**src/rtl/clause_feedback_generator.sv**
```systemverilog
// Issues per-clause Type I / Type II feedback for one training sample over a valid/ready stream.
// Build option: define FB_SKIP_NONE_EN to suppress beats for unselected clauses.
module clause_feedback_generator #(
  parameter int          N_CL      = 10,
  parameter int          T         = 4,
  parameter logic [15:0] LFSR_SEED = 16'hACE1
) (
  input  logic            clk,
  input  logic            rst,
  input  logic            start,
  input  logic            target,
  input  logic [N_CL-1:0] pos_clause,
  input  logic [N_CL-1:0] neg_clause,
  output logic            busy,
  output logic            fb_valid,
  input  logic            fb_ready,
  output logic [4:0]      fb_idx,
  output logic [1:0]      fb_type,
  output logic            done
);

  localparam int                 CW      = $clog2(N_CL + 1);
  localparam logic [15:0]        SEED    = (LFSR_SEED == 16'h0000) ? 16'h0001 : LFSR_SEED;
  localparam logic signed [7:0]  T_S     = 8'(T);
  localparam logic [6:0]         T2      = 7'(2 * T);
  localparam logic [4:0]         N_CL_5  = 5'(N_CL);
  localparam logic [4:0]         LAST_K  = 5'(2 * N_CL - 1);

  typedef enum logic [1:0] {
    S_IDLE,
    S_SUM,
    S_ISSUE,
    S_DONE
  } state_t;

  state_t            state_q, state_d;
  logic              tgt_q;
  logic [N_CL-1:0]   pos_q, neg_q;
  logic [6:0]        num_q;
  logic [4:0]        k_q;
  logic [15:0]       lfsr_q;

  logic              accept;
  logic              step;
  logic              sel;
  logic              last_slot;
  logic [1:0]        cls;
  logic [14:0]       scaled;
  logic [15:0]       lfsr_next;
  logic [CW-1:0]     pos_cnt, neg_cnt;
  logic signed [7:0] vote, vote_clip;
  logic [6:0]        num_d;

  function automatic logic [CW-1:0] popcount(input logic [N_CL-1:0] bits);
    logic [CW-1:0] cnt;
    cnt = '0;
    for (int i = 0; i < N_CL; i++) cnt = cnt + CW'(bits[i]);
    return cnt;
  endfunction

  // Class sum, clipped to +/-T, turned into the selection numerator 0..2T.
  always_comb begin
    pos_cnt = popcount(pos_q);
    neg_cnt = popcount(neg_q);
    vote    = 8'(pos_cnt) - 8'(neg_cnt);
    if (vote > T_S)       vote_clip = T_S;
    else if (vote < -T_S) vote_clip = -T_S;
    else                  vote_clip = vote;
    num_d = tgt_q ? 7'(T_S - vote_clip) : 7'(T_S + vote_clip);
  end

  // Maps the low LFSR byte onto 0..2T-1, so num=0 never selects and num=2T always does.
  assign scaled    = 15'(lfsr_q[7:0]) * 15'(T2);
  assign sel       = 7'(scaled >> 8) < num_q;
  assign cls       = ((k_q < N_CL_5) == tgt_q) ? 2'b01 : 2'b10;
  assign last_slot = (k_q == LAST_K);
  assign lfsr_next = {lfsr_q[14:0], lfsr_q[15] ^ lfsr_q[13] ^ lfsr_q[12] ^ lfsr_q[10]};
  assign accept    = (state_q == S_IDLE) && start;
  assign fb_idx    = k_q;

  // NOTE: every output of this block gets a default first so no path can infer a latch.
  always_comb begin
    state_d  = state_q;
    busy     = 1'b0;
    fb_valid = 1'b0;
    fb_type  = 2'b00;
    step     = 1'b0;
    done     = 1'b0;
    unique case (state_q)
      S_IDLE: begin
        if (start) state_d = S_SUM;
      end
      S_SUM: begin
        busy    = 1'b1;
        state_d = S_ISSUE;
      end
      S_ISSUE: begin
        busy = 1'b1;
`ifdef FB_SKIP_NONE_EN
        fb_valid = sel;
        step     = !sel || fb_ready;
`else
        fb_valid = 1'b1;
        step     = fb_ready;
`endif
        fb_type = sel ? cls : 2'b00;
        if (step && last_slot) state_d = S_DONE;
      end
      S_DONE: begin
        done    = 1'b1;
        state_d = S_IDLE;
      end
      default: state_d = S_IDLE;
    endcase
  end

  // NOTE: state registers use non-blocking assignments so every flop samples pre-edge values.
  always_ff @(posedge clk or posedge rst) begin
    if (rst) begin
      state_q <= S_IDLE;
      num_q   <= '0;
      k_q     <= '0;
      lfsr_q  <= SEED;
    end else begin
      state_q <= state_d;
      if (accept)             k_q   <= '0;
      if (state_q == S_SUM)   num_q <= num_d;
      if (step) begin
        lfsr_q <= lfsr_next;
        k_q    <= last_slot ? 5'd0 : k_q + 5'd1;
      end
    end
  end

  // NOTE: the sample capture registers carry no reset; they are always loaded on accept before use.
  always_ff @(posedge clk) begin
    if (accept) begin
      tgt_q <= target;
      pos_q <= pos_clause;
      neg_q <= neg_clause;
    end
  end

endmodule

```
**config.mk**
```make
export PLATFORM = sky130hd
export DESIGN_NAME = clause_feedback_generator
export DESIGN_NICKNAME = d
export VERILOG_FILES = /design/src/rtl/clause_feedback_generator.sv
export SDC_FILE = /design/constraint.sdc
export NUM_CORES = 1
export LEC_CHECK = 0
export CAP_MARGIN = 20
export CORE_UTILIZATION = 40
export DETAILED_ROUTE_END_ITERATION = 16
export DONT_BUFFER_PORTS = 1
export PLACE_DENSITY = 0.51
export SYNTH_ARGS = -nofsm -noshare
export SYNTH_HDL_FRONTEND = slang
export SYNTH_SLANG_ARGS = --single-unit
```
**constraint.sdc**
```tcl
create_clock -name clk -period 15.5 [get_ports clk]
set_input_delay 3.875 -clock clk [delete_from_list [all_inputs] [get_ports clk]]
set_output_delay 3.875 -clock clk [all_outputs]
set_load 0.03 [all_outputs]
```
==> impl_metrics.tcl <==
set metrics [dict create \
    synthArstFlopShare 0.588 \
    synth_warnings 0 \
    startpoint "lfsr_q[6]" \
    maxSlewHeadroom 0.346 \
    grt_use_total 0.135 \
    cts_tree "done" \
    path_clk_slew_ns 0.10 \
    num_vias 1616 \
    synth_top_cell_by_area "edfxtp_1" \
    post_cts_buffers 0 \
    syn_area_um2 2890 \
    min_period_ns 5.93 \
    overflow 0 \
    n_fill_cell 647 \
    clock_latency_ns 0.30 \
    drt-pass1-iter-count 4 \
    report.final.hold_viol_count 0 \
    mostFrequentLayoutCells "inv_1, dfrtp_1, ha_1, edfxtp_1, mux2_2" \
    finalCritPeriodShare 0.383 \
    core_area_um2 6870 \
    diodes 0 \
    cts_buffer_depth 2 \
    numCtsBuffers 5 \
    synth-seq-cells 51 \
    htreeDepth 2 \
    ys_types 46 \
    grt_pass1_wl_um 7850 \
    status "finished clean" \
    slew_violations 0 \
    drt_iter0_markers 61 \
    tns_ns 0 \
    tightest_slew_ns 0.981 \
    antenna_found_initial 0 \
    synth_area_leaders "edfxtp_1, dfrtp_1, ha_1" \
    num_rows 30 \
    start_util 0.420 \
    syn_nets 297 \
    synth_edf_count 21 \
    max_cap_viol_count 0 \
    synth.avg_cell_area_um2 12.1 \
    io_pins 35 \
    die_w_um 87.0 \
    start_kind "flop" \
    dp_hpwl_um 3370 \
    grt_max_degree 31 \
    drive_gt1_frac 0.171 \
    setup_viol 0 \
    syn_inst 238 \
    syn2layout_area_growth_pct 6.72 \
    grt_setup_unrepaired "no" \
    clock-sinks 51 \
    cts-resized-gates 0 \
    cts_root_buf "clkbuf_8" \
    die_h_um 87.0 \
    first_global_vias 1659 \
    port_buffers 0 \
    fmax_ghz 0.169 \
    ys.flop_type "dfrtp_1" \
    drc 0 \
    cp_data_required_time_ns 11.62 \
    critPathMaxFanout 3 \
    hold_buffers 0 \
    synth_top_area_frac 0.218 \
    die-area_um2 7560 \
    end_kind "output port" \
    reg2reg_from "neg_q[1]" \
    critPathArrivalTime_ns 2.06 \
    fin_skew_ns 0.00871 \
    nets 298 \
    critical_path_class "reg2out" \
    wire_per_inst_um 13.5 \
    final_common_cell "inv_1" \
    gp_congestion 0.704 \
    ys_seq_area_frac 0.482 \
    hold_class "reg2reg" \
    ant_nets 0 \
    viasPerCell 4.81 \
    hp-start "lfsr_q[0]" \
    finalWirelength_um 4530 \
]
## final timing paths
kind                       slack (ns)  depth (start not counted)         end
max in group asynchronous       11.64                          2   lfsr_q[6]
min reg2reg                      0.49                          2   lfsr_q[0]
min in group asynchronous        3.53                          2  lfsr_q[12]
max reg2reg                      9.82                         20    num_q[6]
min                              0.49                          2   lfsr_q[0]
max                              9.57                          5  fb_type[1]
## worst max-delay path, stage by stage, from the launching register on
cell and delay [ns]:
dfstp_2 0.55, ha_1 0.22, a21o_1 0.16, a21oi_1 0.19, o21ai_0 0.14, nor2b_1 0.50
## state kept, by name, indices dropped and copies added, names as in the netlist
signal,flops
tgt_q,1
lfsr_q,16
fb_idx,5
num_q,7
state_q,2
neg_q,10
pos_q,10
## kinds of logic (layout without fill, tap and decap cells)
family,after synthesis,after routing,share of synthesized area
and+or+nand+nor,52,52,0.100
DFF,51,51,0.482
AOI/OAI and AO/OA,40,40,0.101
buffers and inverters,39,41,0.0559
adders and majority gates,34,34,0.181
muxes,16,16,0.0620
xor gates and xnor gates,6,6,0.0182
## routing by layer
layer | GRT usage | up-vias | share of wire
met5 | 0 | - | 0
met4 | 0.0409 | 0 | 0.010
met3 | 0.0379 | 5 | 0.053
met2 | 0.204 | 36 | 0.45
met1 | 0.189 | 765 | 0.48
li1 | - | 810 | -
## area by class of cell
type,count,area [um^2],share of cell area
sequential,51,1390,0.452
multi-input combinational,148,1330,0.433
inverter,32,120,0.0390
tap,96,120,0.0390
clock buffer,6,93.8,0.0305
clock inverter,2,13.8,0.00447
timing repair buffer,1,7.51,0.00244
## synth_stat cells (all sizes together) (8+ instances only)
cell,count
dfstp,8
ha,21
mux2,15
inv,32
a21oi,8
nor2,12
edfxtp,21
o21ai,13
fa,13
nand2,12
dfrtp,22
## through the flow
step / instances / hold slack [ns] / utilization / worst slack, ns / area, um^2
after floorplan: 238 / 0.455 / - / 10.05 / 2890
final: 336 / 0.485 / 0.448 / 9.57 / 3080
after detailed placement: 328 / 0.476 / 0.433 / 9.83 / 2970
after CTS: 336 / 0.490 / 0.448 / 9.55 / 3080
after global placement: 328 / 0.469 / 0.433 / 9.89 / 2970
after global routing: 336 / 0.528 / 0.448 / 9.39 / 3080
Power is left out: the tool's default activity adds up to more than one toggle a clock period on the data nets, which glitch-free logic cannot reach.
==> RTL change (same flow settings) <==
The parameter `N_CL` goes from 10 to 20.
--- a/src/rtl/clause_feedback_generator.sv
+++ b/src/rtl/clause_feedback_generator.sv
@@ -2,5 +2,5 @@
 // Build option: define FB_SKIP_NONE_EN to suppress beats for unselected clauses.
 module clause_feedback_generator #(
-  parameter int          N_CL      = 10,
+  parameter int          N_CL      = 20,
   parameter int          T         = 4,
   parameter logic [15:0] LFSR_SEED = 16'hACE1
Interface: changed (resized neg_clause and pos_clause); port bits go from 35 to 55. The function was not compared with the original's and may differ.
==> RTL change against the original RTL <==
Wire length grew 33%; cell count rose by 36%; hold slack worse by 1.9 ps; final area grew 40%; sequential cell count increased by 20; via count is 31% higher; critical path depth increased by 20; area after synthesis is 38% higher; worst setup slack worse by 1100 ps; sequential share of layout area up 1.1 points; core utilization is 0.57 points lower; highest routed layer unchanged.
Power is left out: the tool's default activity adds up to more than one toggle a clock period on the data nets, which glitch-free logic cannot reach.
==> RTL change: results (changes against the original RTL) <==
stage;metric;value;unit;change
yosys;synth_top_area_share;30.9;%;+9.1 points
yosys;synth_common_cells;inv_1, edfxtp_1, fa_1, ha_1, dfrtp_1;;
yosys;synthTopCellsByArea;edfxtp_1, fa_1, dfrtp_1, ha_1, inv_1;;
worst_setup_path;cp_slowest_cell;fa_1;;
finish;fill_cells;924;;+43%
worst_setup_path;cp.arrival;7320;ps;+5260 ps
worst_setup_path;critPathMaxStageDelay;580;ps;+30 ps
yosys;synthAdderAreaFrac;23.1;%;+5.0 points
finish;nets;418;;+40%
yosys;synth_edf_count;41;;+95%
yosys;synth_compound_area_share;7.23;%;-2.8 points
clocking;htreeDepth;3;;+1
clocking;cts_buffers;9;;+4
yosys;synth_xor_area_share;1.76;%;-0.061 points
sta;skew;9.97;ps;+1.26 ps
drt;drt_wl_total;6010;um;+33%
yosys;async_flop_share;42.3;%;-17 points
status;status;complete, no violations;;
yosys;avgSynthCellArea;12.8;sq um;+5.6%
placed_design;gp_congestion;0.828;;+18%
yosys;synth_mux_area_share;4.78;%;-1.4 points
global_route;grt_pass1_wl;10100;um;+29%
clocking;clkSlewWorstSetupHoldPaths;80;ps;-20 ps
drt;vias_per_cell;4.65;;-3.4%
finish;layout-drive-gt1-share;15.2;%;-1.9 points
placed_design;dp_hpwl;4340;um;+28%
drt;routedWlPerCell;13.2;um;-2.2%
finish;fin_area;4310;sq um;+40%
drt;drtIter0Drc;87;;+43%
placed_design;placed_cell_area;4120;sq um;+39%
RTL change: final timing paths:
kind	start	to	slack, ps	depth (start not counted)
max	neg_q[1]	num_q[4]	8420	25
min	lfsr_q[0]	lfsr_q[0]	480	2
max reg2reg	neg_q[1]	num_q[4]	8420	25
min reg2reg	lfsr_q[0]	lfsr_q[0]	480	2
max in group asynchronous	rst	lfsr_q[5]	11710	2
min in group asynchronous	rst	lfsr_q[12]	3480	2
RTL change: area by class of cell:
cell class	instances	share of cell area (%)
sequential	71	46.2
multi-input combinational	164	39.2
inverter	71	6.24
tap	133	3.86
clock buffer	9	2.88
clock inverter	7	1.42
timing repair buffer	1	0.174
RTL change: layer usage:
metal	GRT usage, %	routed length, um	vias to the layer above
met1	16.7	2780	1029
met3	6.35	319	5
met5	0	0	-
met4	5.35	56	0
met2	20.2	2850	53
li1	-	-	1032
